### config.mk
export PLATFORM = sky130hd
export DESIGN_NAME = io_port_bridge
export DESIGN_NICKNAME = d
export VERILOG_FILES = /design/src/rtl/io_port_bridge.sv
export SDC_FILE = /design/constraint.sdc
export NUM_CORES = 1
export LEC_CHECK = 0
export ABC_AREA = 1
export CAP_MARGIN = 15
export CELL_PAD_IN_SITES_DETAIL_PLACEMENT = 1
export CELL_PAD_IN_SITES_GLOBAL_PLACEMENT = 1
export CORE_UTILIZATION = 44
export DETAILED_ROUTE_END_ITERATION = 10
export PLACE_DENSITY = 0.82
export SYNTH_ARGS = -nofsm -noshare
export SYNTH_HDL_FRONTEND = slang
export SYNTH_SLANG_ARGS = --single-unit
### constraint.sdc
create_clock -name clk -period 5.65 [get_ports clk]
set_input_delay 1.13 -clock clk [delete_from_list [all_inputs] [get_ports clk]]
set_output_delay 1.13 -clock clk [all_outputs]
set_load 0.005 [all_outputs]
### src/rtl/io_port_bridge.sv
// Host <-> CPU I/O port bridge: two DEPTH x 64 circular FIFOs with edge-triggered CPU access.
// Define IO_PORT_BRIDGE_STATS_EN to add the in_words/out_words accepted-word counters.
module io_port_bridge #(
   parameter int DEPTH = 4
) (
   input  logic                       clk,
   input  logic                       reset,
   input  logic                       cpu_in_signal,
   output logic [63:0]                cpu_in_data,
   input  logic                       cpu_out_signal,
   input  logic [63:0]                cpu_out_data,
   input  logic                       host_tx_valid,
   input  logic [63:0]                host_tx_data,
   output logic                       host_tx_ready,
   output logic                       host_rx_valid,
   output logic [63:0]                host_rx_data,
   input  logic                       host_rx_ready,
   input  logic                       clear_flags,
   output logic                       in_underflow,
   output logic                       out_overflow,
`ifdef IO_PORT_BRIDGE_STATS_EN
   output logic [31:0]                in_words,
   output logic [31:0]                out_words,
`endif
   output logic [$clog2(DEPTH):0]     in_count,
   output logic [$clog2(DEPTH):0]     out_count
);

   localparam int AW = $clog2(DEPTH);
   localparam int CW = AW + 1;
   localparam logic [CW-1:0] FULL = CW'(DEPTH);

   logic [63:0]   r_in_mem  [DEPTH];
   logic [63:0]   r_out_mem [DEPTH];
   logic [AW-1:0] r_in_wp, r_in_rp, r_out_wp, r_out_rp;
   logic [CW-1:0] r_in_cnt, r_out_cnt;
   logic          r_in_sig_d, r_out_sig_d;
   logic          r_arm;
   logic          r_unf, r_ovf;

   logic w_rd_ev, w_wr_ev;
   logic w_in_empty, w_out_full;
   logic w_in_push, w_in_pop;
   logic w_out_push, w_out_pop;
   logic w_unf_set, w_ovf_set;

   // Events are suppressed for the first cycle after reset so a level
   // already high at release is only sampled, never counted.
   assign w_rd_ev    = r_arm & cpu_in_signal & ~r_in_sig_d;
   assign w_wr_ev    = r_arm & cpu_out_signal & ~r_out_sig_d;

   assign w_in_empty = (r_in_cnt == '0);
   assign w_out_full = (r_out_cnt == FULL);

   assign host_tx_ready = (r_in_cnt != FULL);
   assign w_in_push     = host_tx_valid & host_tx_ready;
   assign w_in_pop      = w_rd_ev & ~w_in_empty;
   assign w_unf_set     = w_rd_ev & w_in_empty;

   assign host_rx_valid = (r_out_cnt != '0);
   assign w_out_pop     = host_rx_valid & host_rx_ready;
   assign w_out_push    = w_wr_ev & (~w_out_full | w_out_pop);
   assign w_ovf_set     = w_wr_ev & w_out_full & ~w_out_pop;

   assign cpu_in_data   = w_in_empty ? 64'h0 : r_in_mem[r_in_rp];
   assign host_rx_data  = r_out_mem[r_out_rp];
   assign in_count      = r_in_cnt;
   assign out_count     = r_out_cnt;
   assign in_underflow  = r_unf;
   assign out_overflow  = r_ovf;

   always_ff @(posedge clk) begin
      if (w_in_push)  r_in_mem[r_in_wp]   <= host_tx_data;
      if (w_out_push) r_out_mem[r_out_wp] <= cpu_out_data;
   end

   always_ff @(posedge clk or posedge reset) begin
      if (reset) begin
         r_in_wp     <= '0;
         r_in_rp     <= '0;
         r_out_wp    <= '0;
         r_out_rp    <= '0;
         r_in_cnt    <= '0;
         r_out_cnt   <= '0;
         r_in_sig_d  <= 1'b0;
         r_out_sig_d <= 1'b0;
         r_arm       <= 1'b0;
         r_unf       <= 1'b0;
         r_ovf       <= 1'b0;
      end else begin
         r_arm       <= 1'b1;
         r_in_sig_d  <= cpu_in_signal;
         r_out_sig_d <= cpu_out_signal;
         if (w_in_push)  r_in_wp  <= r_in_wp + 1'b1;
         if (w_in_pop)   r_in_rp  <= r_in_rp + 1'b1;
         if (w_out_push) r_out_wp <= r_out_wp + 1'b1;
         if (w_out_pop)  r_out_rp <= r_out_rp + 1'b1;
         r_in_cnt  <= r_in_cnt + CW'(w_in_push) - CW'(w_in_pop);
         r_out_cnt <= r_out_cnt + CW'(w_out_push) - CW'(w_out_pop);
         if (w_unf_set)        r_unf <= 1'b1;
         else if (clear_flags) r_unf <= 1'b0;
         if (w_ovf_set)        r_ovf <= 1'b1;
         else if (clear_flags) r_ovf <= 1'b0;
      end
   end

`ifdef IO_PORT_BRIDGE_STATS_EN
   logic [31:0] r_in_words, r_out_words;

   always_ff @(posedge clk or posedge reset) begin
      if (reset) begin
         r_in_words  <= '0;
         r_out_words <= '0;
      end else begin
         if (w_in_pop)   r_in_words  <= r_in_words + 32'd1;
         if (w_out_push) r_out_words <= r_out_words + 32'd1;
      end
   end

   assign in_words  = r_in_words;
   assign out_words = r_out_words;
`endif

endmodule
==> out/qor.txt <==
Fillers - 4857
Setup TNS - 0 ns
Hold WS - 0.532 ns
Crit Path Max Fanout - 64
Max H-tree Level - 2
Syn Area/Cell - 11.8 µm²
Leakage power - 10.1 nW
Slowest CP cell - inv_2
Synth cell types - 21
Final Cell Area - 26500 µm²
Crit-path cells - inv_2 -> buf_12 -> o21ai_0 -> o21ai_0 -> clkdlybuf4s50_1
Worst EP required - 4.52 ns
Fmax - 0.221 GHz
Post-CTS Hold Buffers - 0
Multi-input logic area - 4110 µm²
Fraction of the yosys area taken by sequential cells - 0.736
Final Hold Fails - 0
Final net count - 2224
Die width - 223 µm
Hold WC Path Type - register to register
Status - completed
Cell count after synthesis - 1817
Arr. time, crit path - 3.40 ns
Most frequent cells in the layout - edfxtp_1 (512), nand2_1 (285), inv_1 (284)
Actual slew at the worst max-slew pin - 1.05 ns
Die area - 49800 µm²
Post-route DRC violation count - 0
CTS Buf Count - 55
# rows - 80
Area contributors post-synth - edfxtp_1 (71%), inv_1 (5.0%), nand2_1 (5.0%), nor2_1 (3.6%), nand3_1 (3.2%)
Pre-antenna DRT Iters - 5
TritonCTS Sinks - 531
Post-CTS Setup Repair Bufs - 0
Routability Congestion - 0.746
Initial antenna violation count - 9
Initial Util - 0.449
Area leader, netlist - edfxtp_1
Routed Antenna Nets - 0
CP max stage delay - 0.77 ns
Placed inst area - 24800 µm²
Synth Warn # - 0
Final period util - 0.801
Top-area cell type share of the netlist area - 0.714
# IOs - 273
Syn Nets - 1966
Total number of vias - 14367
Clk buf depth - 3
Final setup vio count - 0
Crit Path Class - register to primary output
Buffers added on ports - 272
Synthesis-stage register bit count - 531
Most common cell after layout, fill and taps aside - edfxtp_1
Worst slew margin - 0.298
Final std cells w/o fill - 2737
Crit start category - register
Worst reg2reg path depth - 5
Largest net degree at the start of global routing - 99
Clk slew on worst S/H paths - 0.06 ns
Ratio of cells with drive above 1 in the final layout - 0.0492
Area growth syn-to-layout - 23.0%
RSZ-0062 raised after global routing - false
Storage cell area - 15900 µm²
Worst skew pair latency - 0.60 ns
DRT iter0 DRCs - 1043
Root Driver - clkbuf_16
Core area - 47900 µm²
Slew Limit Fails - 0
GRT Resource Usage Total - 0.233
TritonCTS clock tree - built
WL per Instance - 21.1 µm
CP most frequent cell - o21ai_0
Vias/cell - 5.25
Global-route wire length before repair - 88.0 mm
Crit end category - primary output
Hold depth - 2
Skew final - 0.0154 ns
GR Overflow Total - 0
Die H - 223 µm
Mapped Area - 21500 µm²
PwrDens - 516 nW/µm²
Vias in the first global route - 15515
Peak VDD IR - 326 µV
Final Critical Period - 4.53 ns
CTS resizes - 0
Dpl hpwl - 34.7 mm
Inst Count DP - 2633
Maxcap violations - 0
Final wirelength - 57.7 mm
stage by stage:
step / worst slack [ns] / total power, mW / util
2_1_floorplan: 0.956 / 7.68 / -
3_3_place_gp: 1.82 / 10.1 / 0.517
3_5_place_dp: 1.78 / 10.3 / 0.517
4_1_cts: 1.09 / 13.8 / 0.552
5_1_grt: 0.894 / 14.4 / 0.552
6_report: 1.12 / 13.7 / 0.552
cells by family (layout without fill, tap and decap cells):
kind of cell | Yosys count | count (layout) | share of synthesized area
other cells | 1 | 8 | 0.000174
fa+ha+maj | 14 | 14 | 0.00884
compound gates | 260 | 260 | 0.0605
flops | 531 | 531 | 0.736
xor+xnor | 4 | 4 | 0.00163
simple gates | 626 | 626 | 0.117
buf+inv | 381 | 679 | 0.0754
registers in the layout (all words and copies together), names as in the netlist:
register      count
r_in_mem        256
r_out_mem       256
in_count          3
out_count         3
r_in_rp           2
r_in_wp           2
r_out_rp          2
r_out_wp          2
in_underflow      1
out_overflow      1
r_arm             1
r_in_sig_d        1
r_out_sig_d       1
critical path, delay by kind of cell (launching register included):
family / cells / cell delay [ns]
AO/OA/AOI/OAI: 2 / 0.42
flip-flops: 1 / 0.64
buffers and inverters: 3 / 1.67
worst paths after layout:
check                              from               to  slack, ns
max                         r_out_rp[0]  host_rx_data[2]       1.12
min                        in_underflow     in_underflow       0.53
max reg2reg                 in_count[1]  r_in_mem[2][62]       3.13
min reg2reg                in_underflow     in_underflow       0.53
max in group asynchronous         reset      r_out_rp[0]       4.06
min in group asynchronous         reset     out_overflow       1.01
cells in the mapped netlist (all sizes together):
cell type and count:
conb 1, ha 12, xor2 1, fa 2
nand2 285, buf 76, nor2 204, edfxtp 512
dfrtp 19, inv 289, xnor2 3, nand3 137
o21ai 196, a21oi 64, clkbuf 16
layout make-up:
| type | instances | area share |
|---|---|---|
| diodes | 7 | 0.000662 |
| clock buffers | 68 | 0.0538 |
| clock inverters | 29 | 0.00955 |
| inverters | 289 | 0.0412 |
| multi-input cells | 905 | 0.155 |
| flip-flops and latches | 531 | 0.599 |
| well taps | 615 | 0.0291 |
| repair buffers | 293 | 0.111 |
where the power goes:
part	switching [mW]	internal, mW
sequential	0.191	4.88
clock	1.46	1.96
combinational	3.00	2.19
per-layer routing:
layer  vias to the layer above  wire length, µm  global-route usage
met5                         -               55                   0
met4                         8             1410              0.0699
met3                       106             4030              0.0574
met2                       446            29600               0.412
met1                      7230            22600               0.279
li1                       6577                -                   -
Note: power is estimated with default switching activity, not from simulation.
